**config.mk**
```make
export PLATFORM = sky130hd
export DESIGN_NAME = barrel_shift_sched
export DESIGN_NICKNAME = d
export VERILOG_FILES = /design/src/rtl/barrel_shift_sched_pkg.sv /design/src/rtl/barrel_shl4.sv /design/src/rtl/barrel_shift_sched.sv
export SDC_FILE = /design/constraint.sdc
export NUM_CORES = 1
export LEC_CHECK = 0
export BUFFER_PORTS_ARGS = -buffer_cell sky130_fd_sc_hd__buf_2
export CAP_MARGIN = 20
export CORE_ASPECT_RATIO = 1.1
export CORE_MARGIN = 2
export CORE_UTILIZATION = 40
export CTS_CLUSTER_DIAMETER = 120
export DETAILED_ROUTE_END_ITERATION = 8
export PLACE_DENSITY_LB_ADDON = 0.2
export SYNTH_ARGS = -nofsm -noshare
export SYNTH_HDL_FRONTEND = slang
export SYNTH_SLANG_ARGS = --single-unit
```
**constraint.sdc**
```tcl
create_clock -name clk -period 3.8 [get_ports clk]
set_clock_uncertainty 0.15 [all_clocks]
set_input_delay 0.19 -clock clk [delete_from_list [all_inputs] [get_ports clk]]
set_output_delay 0.19 -clock clk [all_outputs]
set_load 0.01 [all_outputs]
```
**src/rtl/barrel_shift_sched_pkg.sv**
```systemverilog
// ============================================================================
// Module      : barrel_shift_sched_pkg
// Description : Shared state encoding and shift-sequencing constants for the
//               barrel_shift_sched scheduler.
// Revision    : 1.0 - initial release
// ============================================================================
`default_nettype none

package barrel_shift_sched_pkg;

    typedef enum logic [1:0] {
        ST_IDLE = 2'd0,
        ST_EXEC = 2'd1,
        ST_DONE = 2'd2
    } state_t;

    localparam int MAX_STEP = 3;
    localparam int AMT_W    = 3;

    // Largest pass the 2-bit shift select can do, clipped to what remains.
    function automatic logic [1:0] step_of(input logic [AMT_W-1:0] rem);
        return (rem > AMT_W'(MAX_STEP)) ? 2'(MAX_STEP) : rem[1:0];
    endfunction

endpackage

`default_nettype wire

```
**src/rtl/barrel_shl4.sv**
```systemverilog
// ============================================================================
// Module      : barrel_shl4
// Description : 4-bit logical left barrel shifter, two 2:1 mux stages.
// Revision    : 1.0 - initial release
// ============================================================================
`default_nettype none

module barrel_shl4
    import barrel_shift_sched_pkg::*;
(
    input  logic [3:0] in,
    input  logic [1:0] s_n,
    output logic [3:0] out
);

    logic [3:0] w_stage1;

    assign w_stage1 = s_n[0] ? {in[2:0], 1'b0} : in;
    assign out      = s_n[1] ? {w_stage1[1:0], 2'b00} : w_stage1;

endmodule

`default_nettype wire

```
**src/rtl/barrel_shift_sched.sv**
```systemverilog
// ============================================================================
// Module      : barrel_shift_sched
// Description : Round-robin scheduler sharing one barrel_shl4 between two
//               requesters; long shifts run as repeated passes of <= 3.
// Revision    : 1.0 - initial release
// ============================================================================
`default_nettype none

module barrel_shift_sched
    import barrel_shift_sched_pkg::*;
#(
    parameter int W = 4
) (
    input  logic             clk,
    input  logic             rst,
    input  logic             req0_valid,
    input  logic [W-1:0]     req0_data,
    input  logic [AMT_W-1:0] req0_amt,
    output logic             req0_ready,
    input  logic             req1_valid,
    input  logic [W-1:0]     req1_data,
    input  logic [AMT_W-1:0] req1_amt,
    output logic             req1_ready,
    output logic             out_valid,
    output logic [W-1:0]     out_data,
    output logic             out_id,
    input  logic             out_ready,
    output logic             busy
);

    state_t           r_state, w_state_nxt;
    logic [W-1:0]     r_acc, w_acc_nxt;
    logic [AMT_W-1:0] r_rem, w_rem_nxt;
    logic             r_id, w_id_nxt;
    logic             r_last_grant, w_last_grant_nxt;

    logic             w_grant0, w_grant1;
    logic [1:0]       w_step;
    logic [AMT_W-1:0] w_rem_sub;
    logic [W-1:0]     w_shifted;

    // On a tie the requester that did not win last time goes first.
    always_comb begin
        w_grant0 = 1'b0;
        w_grant1 = 1'b0;
        if (req0_valid && req1_valid) begin
            w_grant0 = r_last_grant;
            w_grant1 = !r_last_grant;
        end else begin
            w_grant0 = req0_valid;
            w_grant1 = req1_valid;
        end
    end

    assign req0_ready = (r_state == ST_IDLE) && w_grant0;
    assign req1_ready = (r_state == ST_IDLE) && w_grant1;

    assign w_step    = step_of(r_rem);
    assign w_rem_sub = r_rem - AMT_W'(w_step);

    barrel_shl4 u_shl (
        .in  (r_acc),
        .s_n (w_step),
        .out (w_shifted)
    );

    always_comb begin
        w_state_nxt      = r_state;
        w_acc_nxt        = r_acc;
        w_rem_nxt        = r_rem;
        w_id_nxt         = r_id;
        w_last_grant_nxt = r_last_grant;
        case (r_state)
            ST_IDLE: begin
                if (w_grant0) begin
                    w_acc_nxt        = req0_data;
                    w_rem_nxt        = req0_amt;
                    w_id_nxt         = 1'b0;
                    w_last_grant_nxt = 1'b0;
                    w_state_nxt      = ST_EXEC;
                end else if (w_grant1) begin
                    w_acc_nxt        = req1_data;
                    w_rem_nxt        = req1_amt;
                    w_id_nxt         = 1'b1;
                    w_last_grant_nxt = 1'b1;
                    w_state_nxt      = ST_EXEC;
                end
            end
            // A zero amount still spends one pass here with a zero step.
            ST_EXEC: begin
                w_acc_nxt = w_shifted;
                w_rem_nxt = w_rem_sub;
                if (w_rem_sub == '0) begin
                    w_state_nxt = ST_DONE;
                end
            end
            ST_DONE: begin
                if (out_ready) begin
                    w_state_nxt = ST_IDLE;
                end
            end
            default: begin
                w_state_nxt = ST_IDLE;
            end
        endcase
    end

    always_ff @(posedge clk or posedge rst) begin
        if (rst) begin
            r_state      <= ST_IDLE;
            r_acc        <= '0;
            r_rem        <= '0;
            r_id         <= 1'b0;
            r_last_grant <= 1'b1;
        end else begin
            r_state      <= w_state_nxt;
            r_acc        <= w_acc_nxt;
            r_rem        <= w_rem_nxt;
            r_id         <= w_id_nxt;
            r_last_grant <= w_last_grant_nxt;
        end
    end

    assign out_valid = (r_state == ST_DONE);
    assign out_data  = out_valid ? r_acc : '0;
    assign out_id    = out_valid && r_id;
    assign busy      = (r_state != ST_IDLE);

endmodule

`default_nettype wire
```
==> results.txt <==
* Result of the run: finished, final reports clean
* Area of the multi-input gates: 488.0 sq um
- Transition time at the pin with the least slew margin: 438.8 ps
- The smallest clock period supported by the final layout is computed as 1918 ps.
* DP Cell Count: 140
* Final nets: 138
- Placed cell areas: 957.2 sq um
- At the worst endpoint, the required time is 3460 ps.
- The initial antenna violation count came to 0.
- Filler cell count in the final layout: 188
* Placeable core region: 1978 sq um
* Clock root buffer: clkbuf_4
- Synthesized Nets: 108
* Area Overhead vs Synth: 21.19%
* Commonest non-fill, non-tap cell in the layout: buf_2
* Total Routed Length: 1931 microns
* TritonCTS clock tree: yes
* CP Launch Point: r_state[1]
- Clock Path Buffers: 2
* Remaining DRCs: 0
* Final Non-Filler Cells: 145
- Post-detailed-route count of antenna-violating nets: 0
- Ys Warns: 0
- The startpoint identified for the worst hold timing path is out_ready.
- Inserted Clock Buffers: 3
- Final weighted congestion in routability-driven placement: 0.7926
- Across every metal layer, demand over resource in global routing totals 20.04%.
- After clock tree synthesis, the clock-pin slew on the worst setup and hold paths is 90 ps.
- After clock tree synthesis, the flow added hold-fix buffers numbering 1.
- The post-route netlist has 38.46% of its cells at a drive strength greater than 1.
- For this configuration, the core starts out at a cell density of 41.49%.
- Pin count of the biggest net entering global routing: 12
* Worst setup path end: out_id
- Clock latency on the worst-skew pair, taken at its later pin, is 290 ps.
- Synthesis inferred 11 register bits.
- Number of antenna diodes: 0
- Dividing total power by cell area gives a power density of 751.2 nW/um^2.
* Hold/Removal Path Class: in2reg
- The pre-antenna-repair detailed-routing pass consisted of 3 iterations.
* Sum of negative setup slack: 0 ps
- Buffers inserted during post-CTS setup optimization: 0
- In this run the tool buffered the top-level ports with 27 buffer cells.
- Worst Path Class, Setup: reg2out
- The netlist uses 40 different library cells.
* Tightest slew margin relative to the limit: 70.71%
* Start of the worst register-to-register path: r_rem[2]
* Die outline height: 51.51 microns
- The first global-routing pass estimated 3360 microns of wire.
* Most frequent cells in the layout: buf_2 (27), dfrtp_1 (10), a21oi_1 (6), nor2_1 (6), inv_1 (6)
- For this design the static power due to leakage is 0.0004808 uW.
- Register-to-register path setup slack: 2070 ps
* Die outline width: 47.19 microns
* Cells after synthesis: 88
- In this run the number of H-tree levels came out at 1.
* Worst reg2reg path endpoint: r_rem[2]
* Setup violation total in the final timing report: 0
- The via count of the first global-routing pass was 735.
- Based on the critical path, the design can be clocked at up to 521.4 MHz.
- After synthesis the cells add up to 820.8 sq um.
- For this run the aggregate overflow at the end of global routing stands at 0.
- Max Fanout on Critical Path: 9
- STA puts the critical path data arrival time at 1580 ps.
- The worst setup path is captured at an output pin.
- In the final routed layout, each cell accounts on average for 13.32 microns.
- Via count normalized by instance count: 5.228
- The tool flagged a number of max-cap violations equal to 0.
- Setup repair after global routing missed its margin: false
- Kind of start point of the critical path: register
- Area of the die: 2431 sq um
- For this design the top-level I/O count stands at 28.
- Cts repair resizes: 0
* Cells on worst reg2reg path: 5
- The number of max-slew violations in the final report was 0.
- Number of clock sinks: 11
- Share of the yosys chip area belonging to registers: 33.69%
- VDD IR max: 0.3767 mV
* Reg area: 276.5 sq um
* Period Utilization, post-route: 50.47%
- The number of hold violations in the final report was 0.
* 1st-iter DRT viols: 3
- Detailed placement finished with a half-perimeter wire length of 1516 microns.
- Syn_area_per_cell: 9.327 sq um
- The floorplan has 17 rows.
- Vias: 758
* Post-route standard cell area excluding fillers: 994.7 sq um
-- registers in the layout, indices dropped and copies added (netlist names) --
name	flops
r_last_grant	1
r_state	2
r_acc	4
r_rem	3
r_id	1
-- cells in the mapped netlist, drive strengths merged --
library cell	n	area share (%)
o221ai	1	1.1
o22ai	1	0.76
nand2	6	3.7
nand3b	2	1.8
nand3	2	1.2
and2	5	3.8
a211o	1	1.1
a211oi	3	4.0
ha	1	1.5
nand2b	5	4.1
nor4b	1	2.9
or2	1	1.1
buf	3	4.1
nand4	1	0.76
dfstp	1	3.2
and3	2	1.5
dfrtp	10	30
nor3	3	2.4
inv	6	2.7
and2b	1	1.1
mux2i	4	4.9
a31oi	3	3.8
o2bb2ai	1	1.1
nor2	7	3.5
o21ai	3	1.8
o31ai	2	2.4
a21oi	7	4.7
nor2b	2	1.5
a22oi	1	0.91
a22o	1	1.1
o211ai	1	0.91
-- power by group --
| part | switching (uW) | leakage [uW] | internal (uW) |
|---|---|---|---|
| clock network | 48.0 | 0.0000177 | 39.2 |
| logic | 211 | 0.000329 | 186 |
| registers | 84.7 | 0.000134 | 179 |
| total | 344 | 0.000481 | 403 |
-- layer usage --
metal  share of wire, %  vias to the layer above  GRT usage (%)
met4                3.5                        0          12.04
met2                 49                       19          31.05
met5                  0                        -              0
met3                3.9                        7          5.903
met1                 43                      357          23.70
li1                   -                      375              -
-- worst min-delay path by stage --
stage	slack, ps	endpoint	cells after the start
final	30	r_state[1]	3
after detailed placement	60	r_acc[3]	2
after global routing	50	r_rem[1]	3
after global placement	70	r_acc[3]	2
after floorplan	-110	r_acc[0]	1
after CTS	30	r_state[1]	3
-- through the flow --
stage               util [%]  worst slack [ps]  hold slack [ps]  total power [uW]
finish                 50.28              1882            28.52             747.2
global route           50.28              1745            45.10             816.8
CTS                    50.28              1882            31.10             744.7
detailed placement     48.39              2086            60.89             659.0
global placement       48.39              2158            68.82             647.4
floorplan                  -              2218           -108.3             572.1
-- cells by family after synthesis --
logic type,count (synthesis),synth area share [%]
and+or+nand+nor,38,29.42
muxes,4,4.878
adders and majority gates,1,1.524
DFF,11,33.69
buffers and inverters,9,6.859
AOI/OAI and AO/OA,25,23.63
-- critical path: stages, from the launching register on --
cell	delay, ps
dfrtp_1	550
nor2b_1	430
and2_1	190
buf_2	120
-- cell type report --
cell class,count,area share [%]
clock inverters,1,0.5031
well taps,28,3.522
repair buffers,28,14.59
inverters,6,2.264
clock buffers,3,2.264
multi-input cells,68,49.06
flip-flops and latches,11,27.80
Power figures use the tool's default switching activity.
